--- src/rtl/uart_pkt_ctrl_if.sv ---
// Bundle of the UART byte streams and the ALU request/response signals.
// The slave modport is the controller's view; master is the environment's view.
interface uart_pkt_ctrl_if;
  logic [7:0]  rx_tdata_i;
  logic        rx_tvalid_i;
  logic        rx_tready_o;
  logic [7:0]  tx_tdata_o;
  logic        tx_tvalid_o;
  logic        tx_tready_i;
  logic        alu_op_o;
  logic [31:0] alu_a_o;
  logic [31:0] alu_b_o;
  logic        alu_valid_o;
  logic        alu_ready_i;
  logic [31:0] alu_res_i;
  logic        alu_res_valid_i;
  logic        busy_o;
  logic        err_o;

  modport slave (
    input  rx_tdata_i, rx_tvalid_i, tx_tready_i, alu_ready_i, alu_res_i, alu_res_valid_i,
    output rx_tready_o, tx_tdata_o, tx_tvalid_o, alu_op_o, alu_a_o, alu_b_o, alu_valid_o,
           busy_o, err_o
  );

  modport master (
    output rx_tdata_i, rx_tvalid_i, tx_tready_i, alu_ready_i, alu_res_i, alu_res_valid_i,
    input  rx_tready_o, tx_tdata_o, tx_tvalid_o, alu_op_o, alu_a_o, alu_b_o, alu_valid_o,
           busy_o, err_o
  );
endinterface

--- src/rtl/uart_pkt_ctrl.sv ---
// Packet controller between a UART byte stream and an external add/mul ALU.
// Optional inter-byte timeout: define UART_PKT_CTRL_TIMEOUT_EN.
module uart_pkt_ctrl #(
  parameter int          DATA_WIDTH_P     = 8,
  parameter logic [15:0] TIMEOUT_CYCLES_P = 16'd4096
) (
  input logic            clk,
  input logic            rst_n,
  uart_pkt_ctrl_if.slave bus
);
  typedef enum logic [2:0] {IDLE, HDR, ECHO, OPND, ALU_REQ, ALU_WAIT, TX_RES, DRAIN} state_t;

  localparam logic [7:0] OP_ECHO = 8'hEC;
  localparam logic [7:0] OP_ADD  = 8'hAD;
  localparam logic [7:0] OP_MUL  = 8'h88;

  state_t      state;
  logic        run;
  logic [7:0]  opcode;
  logic [7:0]  len_lo;
  logic [15:0] cnt;
  logic [1:0]  bidx;
  logic        first;
  logic        op_mul;
  logic        err;
  logic [31:0] acc;
  logic [31:0] opnd;
  logic [31:0] txsh;

  logic        rx_fire;
  logic        tx_fire;
  logic [15:0] len;
  logic [15:0] rem;
  logic        len_ok;

  // run holds rx_tready low during reset and for the first edge after it
  assign bus.rx_tready_o = run && ((state inside {IDLE, HDR, OPND, DRAIN}) ||
                                   (state == ECHO && bus.tx_tready_i));
  assign bus.tx_tvalid_o = (state == ECHO && bus.rx_tvalid_i) || (state == TX_RES);
  assign bus.tx_tdata_o  = (state == ECHO) ? bus.rx_tdata_i : txsh[7:0];
  assign bus.alu_valid_o = (state == ALU_REQ);
  assign bus.alu_a_o     = acc;
  assign bus.alu_b_o     = opnd;
  assign bus.alu_op_o    = op_mul;
  assign bus.busy_o      = (state != IDLE);
  assign bus.err_o       = err;

  assign rx_fire = bus.rx_tvalid_i && bus.rx_tready_o;
  assign tx_fire = bus.tx_tvalid_o && bus.tx_tready_i;

  // len MSB is on the bus when the header completes
  assign len    = {bus.rx_tdata_i, len_lo};
  assign rem    = (len > 16'd4) ? len - 16'd4 : 16'd0;
  assign len_ok = (len[1:0] == 2'b00) && (len >= 16'd12);

`ifdef UART_PKT_CTRL_TIMEOUT_EN
  logic [15:0] idle_cnt;
`else
  logic unused_timeout;
  assign unused_timeout = ^TIMEOUT_CYCLES_P;
`endif

  always_ff @(posedge clk or negedge rst_n) begin
    if (!rst_n) begin
      state  <= IDLE;
      run    <= 1'b0;
      opcode <= '0;
      len_lo <= '0;
      cnt    <= '0;
      bidx   <= '0;
      first  <= 1'b0;
      op_mul <= 1'b0;
      err    <= 1'b0;
      acc    <= '0;
      opnd   <= '0;
      txsh   <= '0;
`ifdef UART_PKT_CTRL_TIMEOUT_EN
      idle_cnt <= '0;
`endif
    end else begin
      run <= 1'b1;
      unique case (state)
        IDLE: if (rx_fire) begin
          opcode <= bus.rx_tdata_i;
          bidx   <= 2'd0;
          state  <= HDR;
        end
        HDR: if (rx_fire) begin
          bidx <= bidx + 2'd1;
          if (bidx == 2'd1) len_lo <= bus.rx_tdata_i;
          if (bidx == 2'd2) begin
            bidx   <= 2'd0;
            cnt    <= rem;
            first  <= 1'b1;
            op_mul <= (opcode == OP_MUL);
            if (opcode == OP_ECHO)
              state <= (rem == 16'd0) ? IDLE : ECHO;
            else if ((opcode == OP_ADD || opcode == OP_MUL) && len_ok)
              state <= OPND;
            else begin
              err   <= 1'b1;
              state <= (rem == 16'd0) ? IDLE : DRAIN;
            end
          end
        end
        ECHO, DRAIN: if (rx_fire) begin
          cnt <= cnt - 16'd1;
          if (cnt == 16'd1) state <= IDLE;
        end
        OPND: if (rx_fire) begin
          // little-endian: each new byte enters at the top and shifts down
          opnd <= {bus.rx_tdata_i, opnd[31:8]};
          cnt  <= cnt - 16'd1;
          bidx <= bidx + 2'd1;
          if (bidx == 2'd3) begin
            if (first) begin
              acc   <= {bus.rx_tdata_i, opnd[31:8]};
              first <= 1'b0;
            end else
              state <= ALU_REQ;
          end
        end
        ALU_REQ: if (bus.alu_ready_i) begin
          if (bus.alu_res_valid_i) begin
            acc <= bus.alu_res_i;
            if (cnt == 16'd0) begin
              txsh  <= bus.alu_res_i;
              state <= TX_RES;
            end else
              state <= OPND;
          end else
            state <= ALU_WAIT;
        end
        ALU_WAIT: if (bus.alu_res_valid_i) begin
          acc <= bus.alu_res_i;
          if (cnt == 16'd0) begin
            txsh  <= bus.alu_res_i;
            state <= TX_RES;
          end else
            state <= OPND;
        end
        TX_RES: if (tx_fire) begin
          txsh <= txsh >> DATA_WIDTH_P;
          bidx <= bidx + 2'd1;
          if (bidx == 2'd3) state <= IDLE;
        end
        default: state <= IDLE;
      endcase
`ifdef UART_PKT_CTRL_TIMEOUT_EN
      // overrides the case above when the link has gone quiet
      if ((state inside {HDR, OPND, ECHO, DRAIN}) && !rx_fire) begin
        if (idle_cnt == TIMEOUT_CYCLES_P - 16'd1) begin
          err      <= 1'b1;
          state    <= IDLE;
          idle_cnt <= '0;
        end else
          idle_cnt <= idle_cnt + 16'd1;
      end else
        idle_cnt <= '0;
`endif
    end
  end
endmodule

--- src/flat_wrapper.sv ---
// flat-port wrapper written by rule: the top's interface ports become plain ports
module uart_pkt_ctrl_flat 
#(
  parameter int          DATA_WIDTH_P     = 8,
  parameter logic [15:0] TIMEOUT_CYCLES_P = 16'd4096
)
  (clk, rst_n, bus_rx_tdata_i, bus_rx_tvalid_i, bus_tx_tready_i, bus_alu_ready_i, bus_alu_res_i, bus_alu_res_valid_i, bus_rx_tready_o, bus_tx_tdata_o, bus_tx_tvalid_o, bus_alu_op_o, bus_alu_a_o, bus_alu_b_o, bus_alu_valid_o, bus_busy_o, bus_err_o);
  uart_pkt_ctrl_if bus_i ();
  input logic clk;
  input logic rst_n;
  input wire logic [$bits(bus_i.rx_tdata_i)-1:0] bus_rx_tdata_i;
  input wire logic [$bits(bus_i.rx_tvalid_i)-1:0] bus_rx_tvalid_i;
  input wire logic [$bits(bus_i.tx_tready_i)-1:0] bus_tx_tready_i;
  input wire logic [$bits(bus_i.alu_ready_i)-1:0] bus_alu_ready_i;
  input wire logic [$bits(bus_i.alu_res_i)-1:0] bus_alu_res_i;
  input wire logic [$bits(bus_i.alu_res_valid_i)-1:0] bus_alu_res_valid_i;
  output wire logic [$bits(bus_i.rx_tready_o)-1:0] bus_rx_tready_o;
  output wire logic [$bits(bus_i.tx_tdata_o)-1:0] bus_tx_tdata_o;
  output wire logic [$bits(bus_i.tx_tvalid_o)-1:0] bus_tx_tvalid_o;
  output wire logic [$bits(bus_i.alu_op_o)-1:0] bus_alu_op_o;
  output wire logic [$bits(bus_i.alu_a_o)-1:0] bus_alu_a_o;
  output wire logic [$bits(bus_i.alu_b_o)-1:0] bus_alu_b_o;
  output wire logic [$bits(bus_i.alu_valid_o)-1:0] bus_alu_valid_o;
  output wire logic [$bits(bus_i.busy_o)-1:0] bus_busy_o;
  output wire logic [$bits(bus_i.err_o)-1:0] bus_err_o;
  assign bus_i.rx_tdata_i = bus_rx_tdata_i;
  assign bus_i.rx_tvalid_i = bus_rx_tvalid_i;
  assign bus_i.tx_tready_i = bus_tx_tready_i;
  assign bus_i.alu_ready_i = bus_alu_ready_i;
  assign bus_i.alu_res_i = bus_alu_res_i;
  assign bus_i.alu_res_valid_i = bus_alu_res_valid_i;
  assign bus_rx_tready_o = bus_i.rx_tready_o;
  assign bus_tx_tdata_o = bus_i.tx_tdata_o;
  assign bus_tx_tvalid_o = bus_i.tx_tvalid_o;
  assign bus_alu_op_o = bus_i.alu_op_o;
  assign bus_alu_a_o = bus_i.alu_a_o;
  assign bus_alu_b_o = bus_i.alu_b_o;
  assign bus_alu_valid_o = bus_i.alu_valid_o;
  assign bus_busy_o = bus_i.busy_o;
  assign bus_err_o = bus_i.err_o;
  uart_pkt_ctrl #(.DATA_WIDTH_P(DATA_WIDTH_P), .TIMEOUT_CYCLES_P(TIMEOUT_CYCLES_P)) u_core (.clk(clk), .rst_n(rst_n), .bus(bus_i));
endmodule
--- config.mk ---
export PLATFORM = sky130hd
export DESIGN_NAME = uart_pkt_ctrl_flat
export DESIGN_NICKNAME = d
export VERILOG_FILES = /design/src/rtl/uart_pkt_ctrl_if.sv /design/src/rtl/uart_pkt_ctrl.sv /design/src/flat_wrapper.sv
export SDC_FILE = /design/constraint.sdc
export NUM_CORES = 1
export LEC_CHECK = 0
export BUFFER_PORTS_ARGS = -buffer_cell sky130_fd_sc_hd__buf_2
export CORE_MARGIN = 1.5
export CORE_UTILIZATION = 25
export DETAILED_ROUTE_END_ITERATION = 6
export GPL_TIMING_DRIVEN = 0
export PLACE_DENSITY_LB_ADDON = 0.2
export SLEW_MARGIN = 20
export SYNTH_ARGS = -nofsm -noshare
export SYNTH_HDL_FRONTEND = slang
export SYNTH_SLANG_ARGS = --single-unit
--- constraint.sdc ---
create_clock -name clk -period 2.85 [get_ports clk]
set_input_delay 0.1425 -clock clk [delete_from_list [all_inputs] [get_ports clk]]
set_output_delay 0.1425 -clock clk [all_outputs]
set_load 0.005 [all_outputs]
# Word-level counts from Yosys, hierarchy flattened
# Index checks and enable logic that the tools add are counted.
[op_classes]
n_eq_ne = 28
mux = 47
n_reduce_logical = 34
magnitude_cmp = 2
bitwise_logic = 2
addsub = 3
[ops]
columns = ["cell", "n"]
rows = [
  ["2-to-1 mux 32 bit", 9],
  ["one-hot mux 32 bit (3 select lines)", 2],
  ["2-to-1 mux 16 bit", 4],
  ["2-to-1 mux 3 bit", 17],
  ["zero test 16 bit", 2],
  ["one-hot mux 16 bit (2 select lines)", 1],
  ["== test 8 bit, second input constant", 3],
  ["one-hot mux 3 bit (7 select lines)", 1],
  ["AND reduction 5 bit", 4],
  ["== test 16 x 1 -> 1 bit, second input constant", 1],
  [">= comparator 16 x 4 -> 1 bit, second input constant", 1],
  ["> comparator 16 x 3 -> 1 bit, second input constant", 1],
  ["!= test 2 x 1 -> 1 bit, second input constant", 8],
  ["subtractor 16 x 1 -> 16 bit, second input constant", 1],
  ["subtractor 16 x 3 -> 16 bit, second input constant", 1],
  ["== test 3 bit, second input constant", 4],
  ["2-to-1 mux 2 bit", 6],
  ["!= test 2 bit, second input constant", 6],
  ["AND reduction 12 bit", 1],
  ["AND reduction 3 bit", 3],
  ["nonzero test 3 bit", 3],
  ["2-to-1 mux 8 bit", 1],
  ["one-hot mux 2 bit (4 select lines)", 1],
  ["nonzero test 4 bit", 2],
  ["other kinds (17)", 33],
]
[totals]
in_bits = 46
register_bits = 137

# Logic depth before layout (Yosys ltp)
[depth]
depth_word = 9
depth_mapped = 9
mapped_depth_nobuf = 8

# Worst setup path after synthesis
# Ideal clock, no wire load.
[synth_path]
path_type = "flip-flop to flip-flop"
start = "register u_core.cnt[0]"
end = "register u_core.txsh[0]"
synth_period_minus_slack_ps = 2342
t_arrival_ps = 2204
n_path_buf = 1
path_stages_with_launch = 9
t_required_ps = 2712
setup_slack_ps = 508
path_cell_list = "dfrtp_1 > inv_1 > ha_1 > or4b_4 > nor3_2 > o2111ai_1 > a21oi_2 > clkbuf_1 > a31oi_1"
[synth_between]
elab_chain_cells = 5
[synth_rtl]
columns = ["element", "line_no", "source"]
rows = [
  ["from (decl)", "uart_pkt_ctrl.sv:21", "logic [15:0] cnt;"],
  ["from (signal assigned)", "uart_pkt_ctrl.sv:93", "cnt <= rem;"],
  ["from (signal assigned)", "uart_pkt_ctrl.sv:107", "cnt <= cnt - 16'd1;"],
  ["from (signal assigned)", "uart_pkt_ctrl.sv:113", "cnt <= cnt - 16'd1;"],
  ["zero test 16 bit (*)", "uart_pkt_ctrl.sv:126, uart_pkt_ctrl.sv:136", ""],
  ["2-to-1 mux 32 bit (*) (2 in series)", "n/a", ""],
  ["2-to-1 mux 32 bit", "n/a", ""],
  ["one-hot mux 32 bit (3 select lines) (*)", "n/a", ""],
  ["to (signal assigned)", "uart_pkt_ctrl.sv:127", "txsh <= bus.alu_res_i;"],
  ["to (signal assigned)", "uart_pkt_ctrl.sv:137", "txsh <= bus.alu_res_i;"],
  ["to (signal assigned)", "uart_pkt_ctrl.sv:143", "txsh <= txsh >> DATA_WIDTH_P;"],
  ["to (decl)", "uart_pkt_ctrl.sv:28", "logic [31:0] txsh;"],
]
# Mark *: on every way between the ends. The rest lies on a longest branch, timed or not. The select of a mux whose other input is x is not followed.
# A chain may end at the register's enable or synchronous reset.

# Final worst setup path
[layout_path]
start = "register u_core.state[0]"
end = "register u_core.cnt[11]"
[layout_between]
elab_chain_cells = 7
[layout_rtl]
columns = ["element", "line_no", "source"]
rows = [
  ["from (decl)", "uart_pkt_ctrl.sv:17", "state_t state;"],
  ["from (signal assigned)", "uart_pkt_ctrl.sv:97", "state <= (rem == 16'd0) ? IDLE : ECHO;"],
  ["from (signal assigned)", "uart_pkt_ctrl.sv:102", "state <= (rem == 16'd0) ? IDLE : DRAIN;"],
  ["== test 3 x 1 -> 1 bit, or another cell as far along", "uart_pkt_ctrl.sv:37, uart_pkt_ctrl.sv:82", ""],
  ["nonzero test 4 bit or logical AND 1 bit (tied branches)", "uart_pkt_ctrl.sv:37, uart_pkt_ctrl.sv:38", ""],
  ["logical OR 1 bit", "uart_pkt_ctrl.sv:37", "assign bus.rx_tready_o = run && ((state inside {IDLE, HDR, OPND, DRAIN}) ||"],
  ["logical AND 1 bit", "uart_pkt_ctrl.sv:37", ""],
  ["logical AND 1 bit", "uart_pkt_ctrl.sv:48", "assign rx_fire = bus.rx_tvalid_i && bus.rx_tready_o;"],
  ["!= test 2 x 1 -> 1 bit (no line)", "n/a", ""],
  ["AND reduction 4 bit (no line)", "n/a", ""],
]
# Parallel ways exist; a longest one is shown, timed or not.

==> reports/metrics.yaml <==
vias: 6334
htreeDepth: 4
place.detailed.hpwl_um: 17400
num_io_pins: 124
crit_family: "buffers and inverters"
crit-reg2reg-launch: "u_core.state[0]"
post-place-ws_ps: -301
synth_area_um2: 7060
cts.sinks: 137
cp-end-kind: "flop"
path_clk_slew_ps: 70
p_per_area_nw_per_um2: 1110
synth_nets: 814
synth_cell_types: 63
rr_worst_depth: 8
syn_area_per_cell_um2: 9.30
start_util_pct: 25.4
hold_class: "input pin to flop"
drt-initial-drc-count: 400
r2r_end: "u_core.cnt[11]"
whs_endpoint: "u_core.bus.alu_a_o[28]"
die_h_um: 171
finalSetupViolations: 0
synth_area_leaders: "dfrtp_1, mux2_2, nand2_1"
min-delay-start: "bus_rx_tdata_i[4]"
synthArstFlopShare_pct: 100
cts_buffer_depth: 2
synth_warnings: 0
fill_cells: 2982
hold_depth: 3
gp_congestion: 0.814
required_ps: 3170
cap_violations: 0
max_slew_margin_pct: 44.0
power_frac_comb_pct: 40.6
fin_nets: 984
wl_per_cell_um: 18.4
syn_inst: 759
cp_num_buf_inv: 3
start_kind: "flop"
antenna_found_initial: 0
worstPathCellList: "buf_2 -> nand2_1 -> o21ai_0 -> o211a_1 -> clkbuf_1 -> clkbuf_1 -> o21ai_0 -> o22a_1"
internal_power_uw: 5970
synth-edff-count: 0
fin_crit_ps: 2710
path_max_fanout: 10
die_w_um: 171
drc: 0
dieArea_um2: 29300
utilization_pct: 33.0
switching_share_pct: 41.1
tritoncts: "yes"
ir_worst_vdd_v: 0.000378
grt_pass1_vias: 6341
grt_overflow: 0
tightest_slew_ps: 839
placed_area_um2: 8170
row_count: 61
critPathMaxStageDelay_ps: 460
antennaDiodeCount: 0
seqCellArea_um2: 3430
rsz0062_at_grt: "true"
fmax_ghz: 0.368
cts_buffers: 17
period_share_pct: 95.2
slew_viol_final: 0
rrSetupSlack_ps: 140
crit_path_top_delay_cell: "dfrtp_1"
grt_pass1_wl_um: 37300
hold_violations: 0
p_leak_uw: 0.00397
gr-usage-all-layers_pct: 17.0
synth.ff_latch_count: 137
synthFlopType: "dfrtp_1"
outcome: "finished, final reports clean"
clock_latency_ps: 440
p_clk_share_pct: 23.5
first_pass_iters: 7
synth.most_common_cell: "nand2_1"
numPortBuffers: 118
postRouteAntennaNets: 0
drive_gt1_share_pct: 25.4
syn_to_final_growth_pct: 29.7
path_class: "flop to flop"
viasPerCell: 4.80
design_power_total_uw: 10100
p_switching_uw: 4170
finalClockSkew_ps: 13.1
cts_root_buffer: "clkbuf_16"
cp_data_arrival_time_ps: 3030
grt_max_degree: 91
synth-seq-area-share_pct: 48.5
synth_top_area_share_pct: 48.5
coreArea_um2: 27800
finalWorstSetupSlack_ps: 136
synth_common_cells: "nand2_1, dfrtp_1, nor2_1, a31oi_1, mux2_2"
final_cell_area_um2: 9160
p_seq_share_pct: 35.9
yosys.area.top_type: "dfrtp_1"
multi_input_area_um2: 3360
totalWireLength_um: 24300
[worst reg2reg max path, stage by stage, from the launching register on]
cell and delay [ps]:
dfrtp_1 460, buf_2 260, nand2_1 170, o21ai_0 270, o211a_1 230, clkbuf_1 350
clkbuf_1 420, o21ai_0 210, o22a_1 240
[layout by cell type (no fill, tap or decap), types with 4 or more instances in the layout]
cell,synthesis,layout
clkbuf_1,39,35
nor2_1,89,89
clkbuf_16,0,17
a31oi_1,59,58
a21oi_1,15,15
ha_1,9,9
or4_1,5,5
inv_1,21,21
nand2b_1,5,4
dlygate4sd3_1,0,31
xnor2_1,7,7
nand2_1,143,143
o22ai_1,9,9
a22o_1,8,8
nand3_1,16,16
inv_6,0,7
mux2_2,54,54
nor2b_1,7,7
dfrtp_1,137,137
buf_2,7,124
or3_1,9,9
nor4_1,5,5
nor3_1,9,9
o21ai_0,33,33
o21a_1,5,5
[per-layer routing]
metal | routed length, um | vias up | GRT usage, % | share of wire [%]
met2 | 11800 | 166 | 28.1 | 49
met1 | 11000 | 3122 | 22.7 | 46
met3 | 1130 | 20 | 3.49 | 4.7
met5 | 0 | - | 0 | 0
li1 | - | 3026 | - | -
met4 | 267 | 0 | 3.93 | 1.1
[state kept, by name, indices dropped and copies added, names as in the netlist]
signal / cells
u_core.state: 3
u_core.first: 1
u_core.bus.err_o: 1
u_core.bidx: 2
u_core.cnt: 16
u_core.len_lo: 8
u_core.opcode: 8
u_core.bus.alu_a_o: 32
u_core.bus.alu_op_o: 1
u_core.txsh: 32
u_core.run: 1
u_core.bus.alu_b_o: 32
[worst max-delay path by stage]
stage	from	end	slack, ps	cells after the start
after global routing	u_core.state[0]	u_core.cnt[11]	-20	8
after CTS	u_core.state[2]	u_core.bus.alu_a_o[29]	100	7
after floorplan	u_core.cnt[0]	u_core.txsh[0]	510	8
final	u_core.state[0]	u_core.cnt[11]	140	8
after global placement	rst_n	u_core.bus.alu_b_o[5]	-610	1
after detailed placement	u_core.cnt[0]	u_core.txsh[28]	-300	8
[cell families (layout without fill, tap and decap cells)]
logic type	after synthesis	in the layout	share of synthesized area [%]
other	1	1	0.0531
XOR/XNOR	9	9	1.12
flip-flops	137	137	48.5
AO/OA/AOI/OAI	160	160	15.2
adder cells (fa/ha/maj)	9	9	1.59
multiplexers	57	57	9.04
buffers and inverters	72	255	4.38
AND/OR/NAND/NOR	314	314	20.0
[per-stage QoR]
stage / setup TNS, ps / hold WS (ps) / std cells
6_report: 0 / 16.1 / 1320
3_5_place_dp: -5800 / 84.7 / 1256
2_1_floorplan: 0 / -153 / 759
5_1_grt: -71.7 / 17.2 / 1320
3_3_place_gp: -97920 / 417 / 1255
4_1_cts: 0 / 5.06 / 1320
[final cells by class]
class	instances	area share, %
Timing Repair Buffer	152	10.5
Inverter	21	0.861
Multi-Input combinational cell	550	36.7
Clock inverter	15	2.14
Clock buffer	17	4.64
Buffer	50	2.51
Tap cell	378	5.16
Sequential cell	137	37.4
[power groups by stage]
stage | clock [uW] | sequential, uW | combinational, uW
floorplan | 0 | 3450 | 2590
global placement | 0 | 3650 | 4020
detailed placement | 0 | 3660 | 4060
CTS | 2420 | 3630 | 4140
global route | 2500 | 3760 | 4620
finish | 2380 | 3640 | 4110
[repair_timing]
action / CTS / global route
endpoints found under the setup margin: 62 / 28
gates resized for setup: 3 / 7
hold endpoints to repair: 101 / 0
hold buffers: 31 / 0
setup buffers: 2 / 0
pin swaps: 1 / 0
(Power assumes the default switching activity.)
